==> config.mk <==
export PLATFORM = sky130hd
export DESIGN_NAME = uart_byte_tx
export DESIGN_NICKNAME = d
export VERILOG_FILES = /design/src/rtl/uart_byte_tx.sv
export SDC_FILE = /design/constraint.sdc
export NUM_CORES = 1
export LEC_CHECK = 0
export CAP_MARGIN = 10
export CORE_UTILIZATION = 25
export DETAILED_ROUTE_END_ITERATION = 12
export REMOVE_ABC_BUFFERS = 1
export SYNTH_ARGS = -nofsm -noshare
export SYNTH_HDL_FRONTEND = slang
export SYNTH_SLANG_ARGS = --single-unit
==> constraint.sdc <==
create_clock -name clk -period 4.7 [get_ports clk]
set_clock_uncertainty 0.15 [all_clocks]
set_input_delay 0.94 -clock clk [delete_from_list [all_inputs] [get_ports clk]]
set_output_delay 0.94 -clock clk [all_outputs]
set_load 0.1 [all_outputs]
==> src/rtl/uart_byte_tx.sv <==
// ---------------------------------------------------------------------------
// uart_byte_tx
//
// Serial UART transmitter for one byte per valid/ready handshake. Each
// accepted byte is sent as: start bit (0), 8 data bits LSB first, an
// optional parity bit, and one stop bit (1). A bit-period counter derives
// the baud rate from the system clock.
//
// Parameters:
//   CLKS_PER_BIT : clock cycles per serial bit (>= 2)
//   PARITY       : 0 = none, 1 = even, 2 = odd (other values unsupported)
//
// Ports:
//   clk      in   system clock, rising-edge active
//   rst_n    in   asynchronous active-low reset
//   ena      in   enables acceptance of new bytes (frames in flight finish)
//   in_data  in   byte to transmit, sampled on the accept edge only
//   in_valid in   upstream offers a byte
//   in_ready out  high when idle and enabled (combinational from state)
//   tx       out  serial line, idle high, registered
//   busy     out  high while a frame is on the line, registered
// ---------------------------------------------------------------------------
module uart_byte_tx #(
  parameter int CLKS_PER_BIT = 87,
  parameter int PARITY       = 0
) (
  input  logic       clk,
  input  logic       rst_n,
  input  logic       ena,
  input  logic [7:0] in_data,
  input  logic       in_valid,
  output logic       in_ready,
  output logic       tx,
  output logic       busy
);

  localparam int            CW         = (CLKS_PER_BIT > 1) ? $clog2(CLKS_PER_BIT) : 1;
  localparam logic [CW-1:0] CNT_LAST   = CW'(CLKS_PER_BIT - 1);
  localparam bit            HAS_PARITY = (PARITY != 0);
  localparam bit            ODD_PARITY = (PARITY == 2);

  typedef enum logic [2:0] {
    S_IDLE,
    S_START,
    S_DATA,
    S_PARITY,
    S_STOP
  } state_e;

  state_e        state_q, state_d;
  logic [CW-1:0] cnt_q, cnt_d;
  logic [2:0]    idx_q, idx_d;
  logic [7:0]    shreg_q, shreg_d;
  logic          par_q, par_d;
  logic          tx_q, tx_d;
  logic          busy_q, busy_d;

  logic          accept;
  logic          bit_done;

  assign in_ready = ena && (state_q == S_IDLE);
  assign accept   = in_valid && in_ready;
  assign bit_done = (cnt_q == CNT_LAST);

  always_comb begin
    state_d = state_q;
    cnt_d   = cnt_q;
    idx_d   = idx_q;
    shreg_d = shreg_q;
    par_d   = par_q;

    // The bit-period counter free-runs in every frame state and wraps at
    // the end of each bit.
    if (state_q != S_IDLE) begin
      cnt_d = bit_done ? '0 : cnt_q + CW'(1);
    end

    case (state_q)
      S_IDLE: begin
        if (accept) begin
          shreg_d = in_data;
          // Parity is frozen from the captured byte because the shift
          // register is consumed while the data bits go out.
          par_d   = (^in_data) ^ ODD_PARITY;
          idx_d   = 3'd0;
          state_d = S_START;
        end
      end
      S_START: begin
        if (bit_done) state_d = S_DATA;
      end
      S_DATA: begin
        if (bit_done) begin
          shreg_d = {1'b0, shreg_q[7:1]};
          idx_d   = idx_q + 3'd1;
          if (idx_q == 3'd7) state_d = HAS_PARITY ? S_PARITY : S_STOP;
        end
      end
      S_PARITY: begin
        if (bit_done) state_d = S_STOP;
      end
      S_STOP: begin
        if (bit_done) state_d = S_IDLE;
      end
      default: state_d = S_IDLE;
    endcase
  end

  // The line level is derived from the *next* state so the registered tx
  // always shows the level belonging to the current state.
  always_comb begin
    tx_d = 1'b1;
    case (state_d)
      S_START:  tx_d = 1'b0;
      S_DATA:   tx_d = shreg_d[0];
      S_PARITY: tx_d = par_d;
      default:  tx_d = 1'b1;
    endcase
    busy_d = (state_d != S_IDLE);
  end

  always_ff @(posedge clk or negedge rst_n) begin
    if (!rst_n) begin
      state_q <= S_IDLE;
      cnt_q   <= '0;
      idx_q   <= 3'd0;
      shreg_q <= 8'd0;
      par_q   <= 1'b0;
      tx_q    <= 1'b1;
      busy_q  <= 1'b0;
    end else begin
      state_q <= state_d;
      cnt_q   <= cnt_d;
      idx_q   <= idx_d;
      shreg_q <= shreg_d;
      par_q   <= par_d;
      tx_q    <= tx_d;
      busy_q  <= busy_d;
    end
  end

  assign tx   = tx_q;
  assign busy = busy_q;

endmodule
* Word level (Yosys, flattened, before mapping)
Index checks and enable logic that the tools add are counted.
Cells by class: muxes and demuxes 17, add/sub/neg operators 2, reductions and logical operators 8, equality and inequality tests 11
Operators by type and width (number):
- 2-to-1 mux 3 bit | 8
- 2-to-1 mux 8 bit | 2
- case mux 8 bit (2 select lines) | 1
- case mux 3 bit (5 select lines) | 1
- == test 3 x 2 -> 1 bit, second input constant | 4
- XOR reduction 8 bit | 1
- adder 7 x 1 -> 7 bit, second input constant | 1
- == test 7 bit, second input constant | 1
- 2-to-1 mux 7 bit | 1
- == test 3 x 1 -> 1 bit, second input constant | 2
- == test 3 bit, second input constant | 2
- case mux 3 bit (2 select lines) | 1
- nonzero test 3 bit | 2
- inequality test 2 bit, second input constant | 2
- adder 3 x 1 -> 3 bit, second input constant | 1
- logical NOT 3 bit | 1
- case mux 1 bit (3 select lines) | 1
- AND reduction 3 bit | 1
- logical AND 1 bit | 2
- 2-to-1 mux 1 bit | 2
- nonzero test 2 bit | 1
Storage, ports and cells: word-level logic and storage cells 46, input bits 12, register bits after elaboration 24

* Depth between registers and ports, before layout
Gate-level depths: netlist (run 1).
word-level depth 7, mapped depth 7, gate-level depth less buffers 7

* Worst setup path after synthesis (run 1)
No wires, ideal clock.
path type in2out, start point input port ena, end point output port in_ready, data arrival time 1.389 ns, stages on the path 1, slack 2.221 ns, path buffers 0, required time 3.610 ns, path through and2_2
On the way: longest elaborated chain between the ends 1
RTL lines:
- start: declaration | RTL line 29 | input logic ena,
- logical AND 1 bit | RTL line 61 | assign in_ready = ena && (state_q == S_IDLE);
- end: declaration | RTL line 32 | output logic in_ready,
No other way between the ends.

* Final worst setup path (run 1)
start point register tx_q (netlist: tx), end point output port tx
RTL lines:
- start: declaration | RTL line 55 | logic tx_q, tx_d;
- start signal: assignment | RTL line 137 | tx_q <= tx_d;
- end: declaration | RTL line 33 | output logic tx,
No word-level cell between the ends.

==> results of run 1 <==
## through the flow
stage	setup WS, ns	hold WS [ns]	instances	instance area (um2)	total power (W)
2_1_floorplan	2.22	0.297	120	1230	0.000431
3_3_place_gp	1.77	0.309	202	1460	0.000479
3_5_place_dp	1.76	0.314	202	1460	0.000482
4_1_cts	1.70	0.336	206	1530	0.000663
5_1_grt	1.68	0.360	206	1530	0.000699
6_report	1.71	0.331	206	1530	0.000656
## synthesized netlist by cell type (2+ instances only)
cell | number | area [um2]
a22oi_1 | 6 | 45.0
and3_1 | 2 | 12.5
dfrtp_1 | 23 | 576
ha_1 | 4 | 50.1
inv_1 | 4 | 15.0
nand2_1 | 29 | 109
nand2b_1 | 2 | 12.5
nand3_1 | 2 | 10.0
nor2_1 | 3 | 11.3
o21ai_0 | 11 | 55.1
o31ai_1 | 2 | 15.0
or3_1 | 2 | 12.5
xnor2_1 | 8 | 70.1
## flip-flops by register name, indices dropped and copies added, names as in the netlist
signal and count:
shreg_q 8, cnt_q 7, idx_q 3, state_q 3
busy 1, par_q 1, tx 1
## worst reg2reg max path, delay by kind of cell, from the launching register on
family                     cells  cell delay (ns)
and+or+nand+nor                3             0.91
DFF                            1             0.42
AOI/OAI and AO/OA              2             0.36
adders and majority gates      1             0.15
buffers and inverters          1             0.07
## final cells by class
| type | count | area (um2) |
|---|---|---|
| tap | 67 | 83.8 |
| fill | 498 | 3220 |
| inverter | 4 | 15.0 |
| timing repair buffer | 15 | 145 |
| clock buffer | 3 | 41.3 |
| multi-input combinational | 92 | 613 |
| clock inverter | 1 | 30.0 |
| sequential | 24 | 602 |
## kinds of logic (layout without fill, tap and decap cells)
logic type | count (synthesis) | after routing | synth area share [%]
flip-flops | 24 | 24 | 48.3
XOR/XNOR | 8 | 8 | 5.62
AND/OR/NAND/NOR | 51 | 51 | 23.8
adder cells (fa/ha/maj) | 4 | 4 | 4.02
buffers and inverters | 6 | 23 | 2.51
AO/OA/AOI/OAI | 28 | 28 | 14.9
multiplexers | 1 | 1 | 0.904
## path summary, 6_finish.rpt
path                       depth (start not counted)  slack [ns]        from          to
max                                                1        1.71          tx          tx
min reg2reg                                        2        0.33  shreg_q[2]  shreg_q[2]
min in group asynchronous                          2        0.88       rst_n    cnt_q[2]
max in group asynchronous                          2        3.23       rst_n          tx
min                                                2        0.33  shreg_q[2]  shreg_q[2]
max reg2reg                                        7        2.57    cnt_q[0]          tx
## placed cells by master, fill, tap and decap left out, types with 2 or more instances in the layout
cell type / instances
or3_1: 2
nand3_1: 2
dfrtp_1: 23
nand2_1: 29
clkbuf_8: 3
inv_1: 4
clkdlybuf4s50_1: 13
o21ai_0: 11
a22oi_1: 6
and3_1: 2
buf_4: 2
ha_1: 4
xnor2_1: 8
nor2_1: 3
o31ai_1: 2
nand2b_1: 2
## layer usage
metal  share of wire, %  wire, um
met2                 47      1030
met5                  0         0
met3                1.6        35
met1                 50      1110
met4                1.9        43
## report_power, final
| group | internal (W) | switching (W) |
|---|---|---|
| combinational | 0.0000738 | 0.0000940 |
| clock | 0.000114 | 0.0000666 |
| sequential | 0.000260 | 0.0000474 |
==> metrics.cfg, run 1 <==
[final_layout]
final_util_pct=32.2
drive_gt1_share_pct=13.7
n_antenna_cell=0
nNetsFinal=156
area_growth_pct=22.8

[global_routing]
grt_max_degree=25
use_met3_pct=1.66
grt_use_total_pct=9.49
antenna_found_initial=0
grt_use_met2_pct=14.6
grt_overflow=0
grt_pass1_vias=844
grt_busiest_layer=met2
use_met1_pct=12.9
grt_pass1_wl_um=3800

[placement]
gp_congestion=0.719
io_buffers=14
hpwl_um=1630

[synthesis]
synth_edf_count=0
ys.flop_type=dfrtp_1
ys_types=37
async_flop_share_pct=100
synth_cells=122
synth_area_um2=1250
yosysSeqAreaShare_pct=48.3
synth_area_per_cell_um2=10.2
yosysWarnings=0
synth.ff_latch_count=24

[cts]
postCtsSetupBuffers=0
cts_hold_buf=0
clk_latency_ns=0.26
clkSinkCount=24
clk_pin_slew_ns=0.09
numCtsBuffers=3
cts-resized-gates=0
clockBufferDepth=2
ctsHtreeMaxLevel=1
root_buffer=clkbuf_8
cts_tree=yes

[timing]
setup_viol=0
slew-limit-headroom_pct=36.0
worst_slew_pin_slew_ns=0.957
hold_viol=0
min_period_over_period_pct=63.6
fmax_ghz=0.334
tns_ns=0
rsz0062_at_grt=no
slew_violations=0
final.min_clock_period_ns=2.99

[pwr]
power.density_nw_per_um2=429
vdd_drop_max_uv=119
p_leak_nw=0.661

[hold_path]
min_path_type=reg2reg

[drt]
first_iter_violations=55
drc_errors=0
via_per_inst=4.28
wl_per_cell_um=10.8
ant_nets=0
drtPass1Iterations=4
vias=881
finalWirelength_um=2220

[die]
die_x_um=72.6
io_pins=15
start_util_pct=26.2
rows=25
die_y_um=72.6
core_um2=4750
dieArea_um2=5270

[setup_path]
path_class=reg2out
slowest_stage=clkdlybuf4s50_1
cp-end-kind=output pin
cp.arrival_ns=1.90
path_delay_family=buffers and inverters
path_cells=clkdlybuf4s50_1
cp_max_fo=1
worst-path-buf-inv=1
worstPathRequired_ns=3.61
startpoint_type=flop
cp_slowest_stage_delay_ns=1.12

[flow_run]
cap_violations=0

[status]
outcome=complete, no violations

(Power assumes the default switching activity.)
==> run 2: changes to the inputs <==
Clock period 4.7 ns to 2.9 ns, I/O delays scaled along.
==> metrics.cfg, run 2 (synthesis results as in run 1) <==
[cts]
clockBufferDepth=2  ; unchanged
root_buffer=clkbuf_8
postCtsSetupBuffers=0  ; unchanged
cts_hold_buf=0  ; unchanged
clk_pin_slew_ns=0.09  ; about the same
ctsHtreeMaxLevel=1  ; unchanged
clk_latency_ns=0.27  ; about the same
clkSinkCount=24  ; unchanged
cts_tree=yes
cts-resized-gates=0  ; unchanged
numCtsBuffers=3  ; unchanged

[setup_path]
cp-end-kind=output pin
cp_max_fo=8  ; +7
path_delay_family=simple AND/OR/NAND/NOR gates
worst-path-buf-inv=1  ; unchanged
path_class=reg2out
cp_slowest_stage_delay_ns=0.49  ; -0.63 ns
startpoint_type=flop
slowest_stage=dfrtp_1
cp.arrival_ns=1.54  ; -0.36 ns
path_cells=nor3_4, and2_2, buf_12
worstPathRequired_ns=2.17  ; -1.44 ns

[final_layout]
area_growth_pct=24.0
drive_gt1_share_pct=15.7  ; +2.0 points
stdcell_count=207  ; +0.49%
largest_reg_flops=8  ; unchanged
n_antenna_cell=0  ; unchanged
final_cell_mix=nand2_1, dfrtp_1, o21ai_0, clkdlybuf4s50_1, xnor2_1
regMostFlops=shreg_q
nNetsFinal=157  ; +0.64%
mostFrequentLayoutCell=nand2_1
reg_top3=shreg_q (8), cnt_q (7)

[drt]
finalWirelength_um=2270  ; +2.5%
wl_per_cell_um=11.0  ; +2.0%
drc_errors=0  ; unchanged
ant_nets=0  ; unchanged
via_per_inst=4.37  ; +2.1%
vias=904  ; +2.6%
first_iter_violations=77  ; +40%
drtPass1Iterations=4  ; unchanged

[global_routing]
antenna_found_initial=0  ; unchanged
grt_overflow=0  ; unchanged
grt_pass1_vias=869  ; +3.0%
grt_use_total_pct=9.87  ; +0.38 points
grt_max_degree=25  ; unchanged
grt_pass1_wl_um=3960  ; +4.3%

[die]
dieArea_um2=5270  ; unchanged
io_pins=15  ; unchanged
die_y_um=72.6  ; unchanged
start_util_pct=26.2  ; unchanged
rows=25  ; unchanged
core_um2=4750  ; unchanged
die_x_um=72.6  ; unchanged

[pwr]
power.density_nw_per_um2=693  ; +62%
vdd_drop_max_uv=199  ; +67%
p_leak_nw=0.671  ; +1.5%

[timing]
min_period_over_period_pct=78.3
hold_viol=0  ; unchanged
fmax_ghz=0.440
final.min_clock_period_ns=2.27
setup_viol=0  ; unchanged
tns_ns=0  ; unchanged
slew-limit-headroom_pct=69.4  ; +33 points
worst_slew_pin_slew_ns=0.456  ; -0.501 ns
rsz0062_at_grt=no
slew_violations=0  ; unchanged

[hold_path]
min_path_type=reg2reg

[flow_run]
cap_violations=0  ; unchanged

[placement]
hpwl_um=1690  ; +3.4%
io_buffers=14  ; unchanged
gp_congestion=0.737  ; +2.5%
post-place-cells=203  ; +0.50%

[status]
outcome=complete, no violations

-- run 2: cell count changes in the layout (fill, tap and decap cells not counted), sizes merged --
cell / previous run / this run
buf: 2 / 5
clkdlybuf4s50: 13 / 11
-- run 2: worst paths after layout --
kind,start,cells after the start,slack [ns],to
worst max-delay path,state_q[0],3,0.63,in_ready
worst min register to register,shreg_q[5],2,0.33,shreg_q[5]
worst max register to register,state_q[0],5,0.95,tx
min in group asynchronous,rst_n,2,0.51,cnt_q[2]
worst min-delay path,shreg_q[5],2,0.33,shreg_q[5]
max in group asynchronous,rst_n,2,1.81,tx
-- run 2: through the flow --
stage / setup slack, ns / power, W / utilization (%) / hold slack (ns) / area, um2
6_report: 0.629 / 0.00107 / 32.5 / 0.333 / 1550
5_1_grt: 0.519 / 0.00114 / 32.5 / 0.351 / 1550
4_1_cts: 0.603 / 0.00108 / 32.5 / 0.337 / 1550
3_5_place_dp: 0.742 / 0.000786 / 31.0 / 0.315 / 1470
3_3_place_gp: 0.762 / 0.000780 / 31.0 / 0.311 / 1470
2_1_floorplan: 0.923 / 0.000699 / - / 0.134 / 1230
-- run 2: layout make-up --
class	instances	area, um2
fill	504	3210
multi-input combinational	92	613
sequential	24	602
timing repair buffer	16	160
tap	67	83.8
clock buffer	3	41.3
clock inverter	1	30.0
inverter	4	15.0
-- run 2: worst register-to-register path, cell delays in order (launching register included) --
cell and delay, ns:
dfrtp_1 0.49, nor3_4 0.37, and3_4 0.35, a31oi_1 0.08, or3_1 0.35, o21ai_0 0.08
-- run 2: layer usage --
| metal | up-vias | track usage, % | routed length [um] |
|---|---|---|---|
| met5 | - | 0 | 0 |
| met4 | 0 | 5.88 | 54 |
| met3 | 4 | 1.66 | 56 |
| met2 | 13 | 15.1 | 1060 |
| met1 | 427 | 13.1 | 1100 |
| li1 | 460 | - | - |
-- run 2: power by group --
| part | total, W | switching [W] | leakage (nW) | internal [W] |
|---|---|---|---|---|
| logic | 0.000275 | 0.000154 | 0.335 | 0.000121 |
| clock network | 0.000294 | 0.000109 | 0.0357 | 0.000185 |
| registers | 0.000502 | 0.0000797 | 0.300 | 0.000422 |
==> run 3: changes to the inputs <==
Clock period 2.9 ns to 2.1 ns, I/O delays scaled along.
==> metrics.cfg, run 3 (synthesis results as in run 1) <==
[status]
outcome=complete, no violations

[die]
start_util_pct=26.2  ; unchanged
core_um2=4750  ; unchanged
rows=25  ; unchanged
io_pins=15  ; unchanged
die_x_um=72.6  ; unchanged
dieArea_um2=5270  ; unchanged
die_y_um=72.6  ; unchanged

[final_layout]
drive_gt1_share_pct=17.5  ; +1.8 points
nNetsFinal=160  ; +1.9%
final_cell_mix=nand2_1, dfrtp_1, o21ai_0, clkdlybuf4s50_1, xnor2_1
multi_input_area_um2=613  ; unchanged
n_fill_cell=504  ; unchanged
mostFrequentLayoutCell=nand2_1
final_util_pct=33.2  ; +0.74 points
regMostFlops=shreg_q
area_growth_pct=26.8
largest_reg_flops=8  ; unchanged
stdcell_count=210  ; +1.4%
n_antenna_cell=0  ; unchanged
reg_top3=shreg_q (8), cnt_q (7)
regArea_um2=602  ; unchanged

[cts]
clk_pin_slew_ns=0.09  ; about the same
ctsHtreeMaxLevel=1  ; unchanged
clkSinkCount=24  ; unchanged
clockBufferDepth=2  ; unchanged
cts_hold_buf=0  ; unchanged
cts_tree=yes
clk_latency_ns=0.26  ; about the same
numCtsBuffers=3  ; unchanged
postCtsSetupBuffers=0  ; unchanged
root_buffer=clkbuf_8
cts-resized-gates=0  ; unchanged

[setup_path]
startpoint_type=flop
cp-startpoint=state_q[0]
cp-end-kind=output pin
rr_startpoint=idx_q[0]
cp_max_fo=6  ; -2
r2r-end=busy
cp.arrival_ns=1.42  ; -0.12 ns
regToRegSetupSlack_ns=0.21  ; -0.74 ns
worstPathRequired_ns=1.53  ; -0.64 ns
path_class=reg2out
cp-endpoint=in_ready
worst-r2r-cell-count=6  ; +1

[global_routing]
antenna_found_initial=0  ; unchanged
grt_overflow=0  ; unchanged
grt_pass1_vias=821  ; -5.5%
grt_pass1_wl_um=3860  ; -2.6%
grt_max_degree=25  ; unchanged
grt_use_total_pct=9.75  ; -0.12 points

[pwr]
vdd_drop_max_uv=340  ; +71%
power_switching_w=0.000474  ; +38%
power_frac_comb_pct=26.6  ; +0.9 points
power.density_nw_per_um2=944  ; +36%
p_seq_share_pct=46.2  ; -0.7 points
p_leak_nw=0.691  ; +2.9%
clkPwrFrac_pct=27.3  ; about the same
cellInternalPower_w=0.00102  ; +40%
swShare_pct=31.7  ; -0.29 points

[drt]
first_iter_violations=37  ; -52%
drc_errors=0  ; unchanged
finalWirelength_um=2280  ; +0.35%
via_per_inst=4.33  ; -0.77%
vias=910  ; +0.66%
drtPass1Iterations=4  ; unchanged
ant_nets=0  ; unchanged
wl_per_cell_um=10.8  ; -1.1%

[timing]
layout_setup_ws_ns=0.114  ; -0.514 ns
worst_slew_pin_slew_ns=0.398  ; -0.0582 ns
setup_viol=0  ; unchanged
rsz0062_at_grt=no
tns_ns=0  ; unchanged
final.min_clock_period_ns=1.99
hold_viol=0  ; unchanged
fmax_ghz=0.504
slew_violations=0  ; unchanged
slew-limit-headroom_pct=73.3  ; +3.9 points
min_period_over_period_pct=94.6

[placement]
pre_cts_ws_ns=0.164  ; -0.578 ns
io_buffers=14  ; unchanged
gp_congestion=0.730  ; -0.94%
post-place-cells=206  ; +1.5%
hpwl_um=1740  ; +3.2%

[flow_run]
cap_violations=0  ; unchanged

[hold_path]
min_path_type=reg2reg

[run 3: changes by cell type in the layout (fill, tap and decap cells not counted)]
cell	delta
buf_4	+2
buf_12	+1
[run 3: cell type report]
class | instances | share of cell area [%]
multi-input combinational | 92 | 38.8
sequential | 24 | 38.1
timing repair buffer | 19 | 12.4
tap | 67 | 5.30
clock buffer | 3 | 2.61
clock inverter | 1 | 1.90
inverter | 4 | 0.950
[run 3: worst min path at each step]
| stage | start | endpoint | slack, ns | cells past startpoint |
|---|---|---|---|---|
| global placement | shreg_q[2] | shreg_q[2] | 0.31 | 2 |
| global route | shreg_q[2] | shreg_q[2] | 0.35 | 2 |
| detailed placement | shreg_q[2] | shreg_q[2] | 0.31 | 2 |
| CTS | shreg_q[2] | shreg_q[2] | 0.34 | 2 |
| floorplan | rst_n | busy | -0.03 | 0 |
| finish | shreg_q[2] | shreg_q[2] | 0.33 | 2 |
[run 3: per-layer routing]
metal	track usage, %	vias to the layer above	share of wire, %
met5	0	-	0
met3	2.07	2	1.8
met2	15.1	7	49
met1	12.8	432	47
met4	5.23	0	1.7
li1	-	469	-
[run 3: metrics by stage]
stage	hold WS, ns	instance area [um2]	total power (W)
after floorplan	-0.0256	1230	0.000965
after global placement	0.311	1510	0.00109
after detailed placement	0.313	1510	0.00110
after CTS	0.335	1580	0.00151
after global routing	0.346	1580	0.00158
final	0.330	1580	0.00149
[run 3: critical path: stages (launching register included)]
cell and delay [ns]:
dfrtp_1 0.49, nor3_4 0.28, and2_2 0.21, buf_12 0.17
[run 3: power groups by stage]
stage	Sequential, W	Clock (W)	Combinational, W
3_3_place_gp	0.000699	0	0.000393
5_1_grt	0.000708	0.000433	0.000443
6_report	0.000689	0.000407	0.000397
3_5_place_dp	0.000701	0	0.000399
4_1_cts	0.000690	0.000418	0.000403
2_1_floorplan	0.000723	0	0.000242
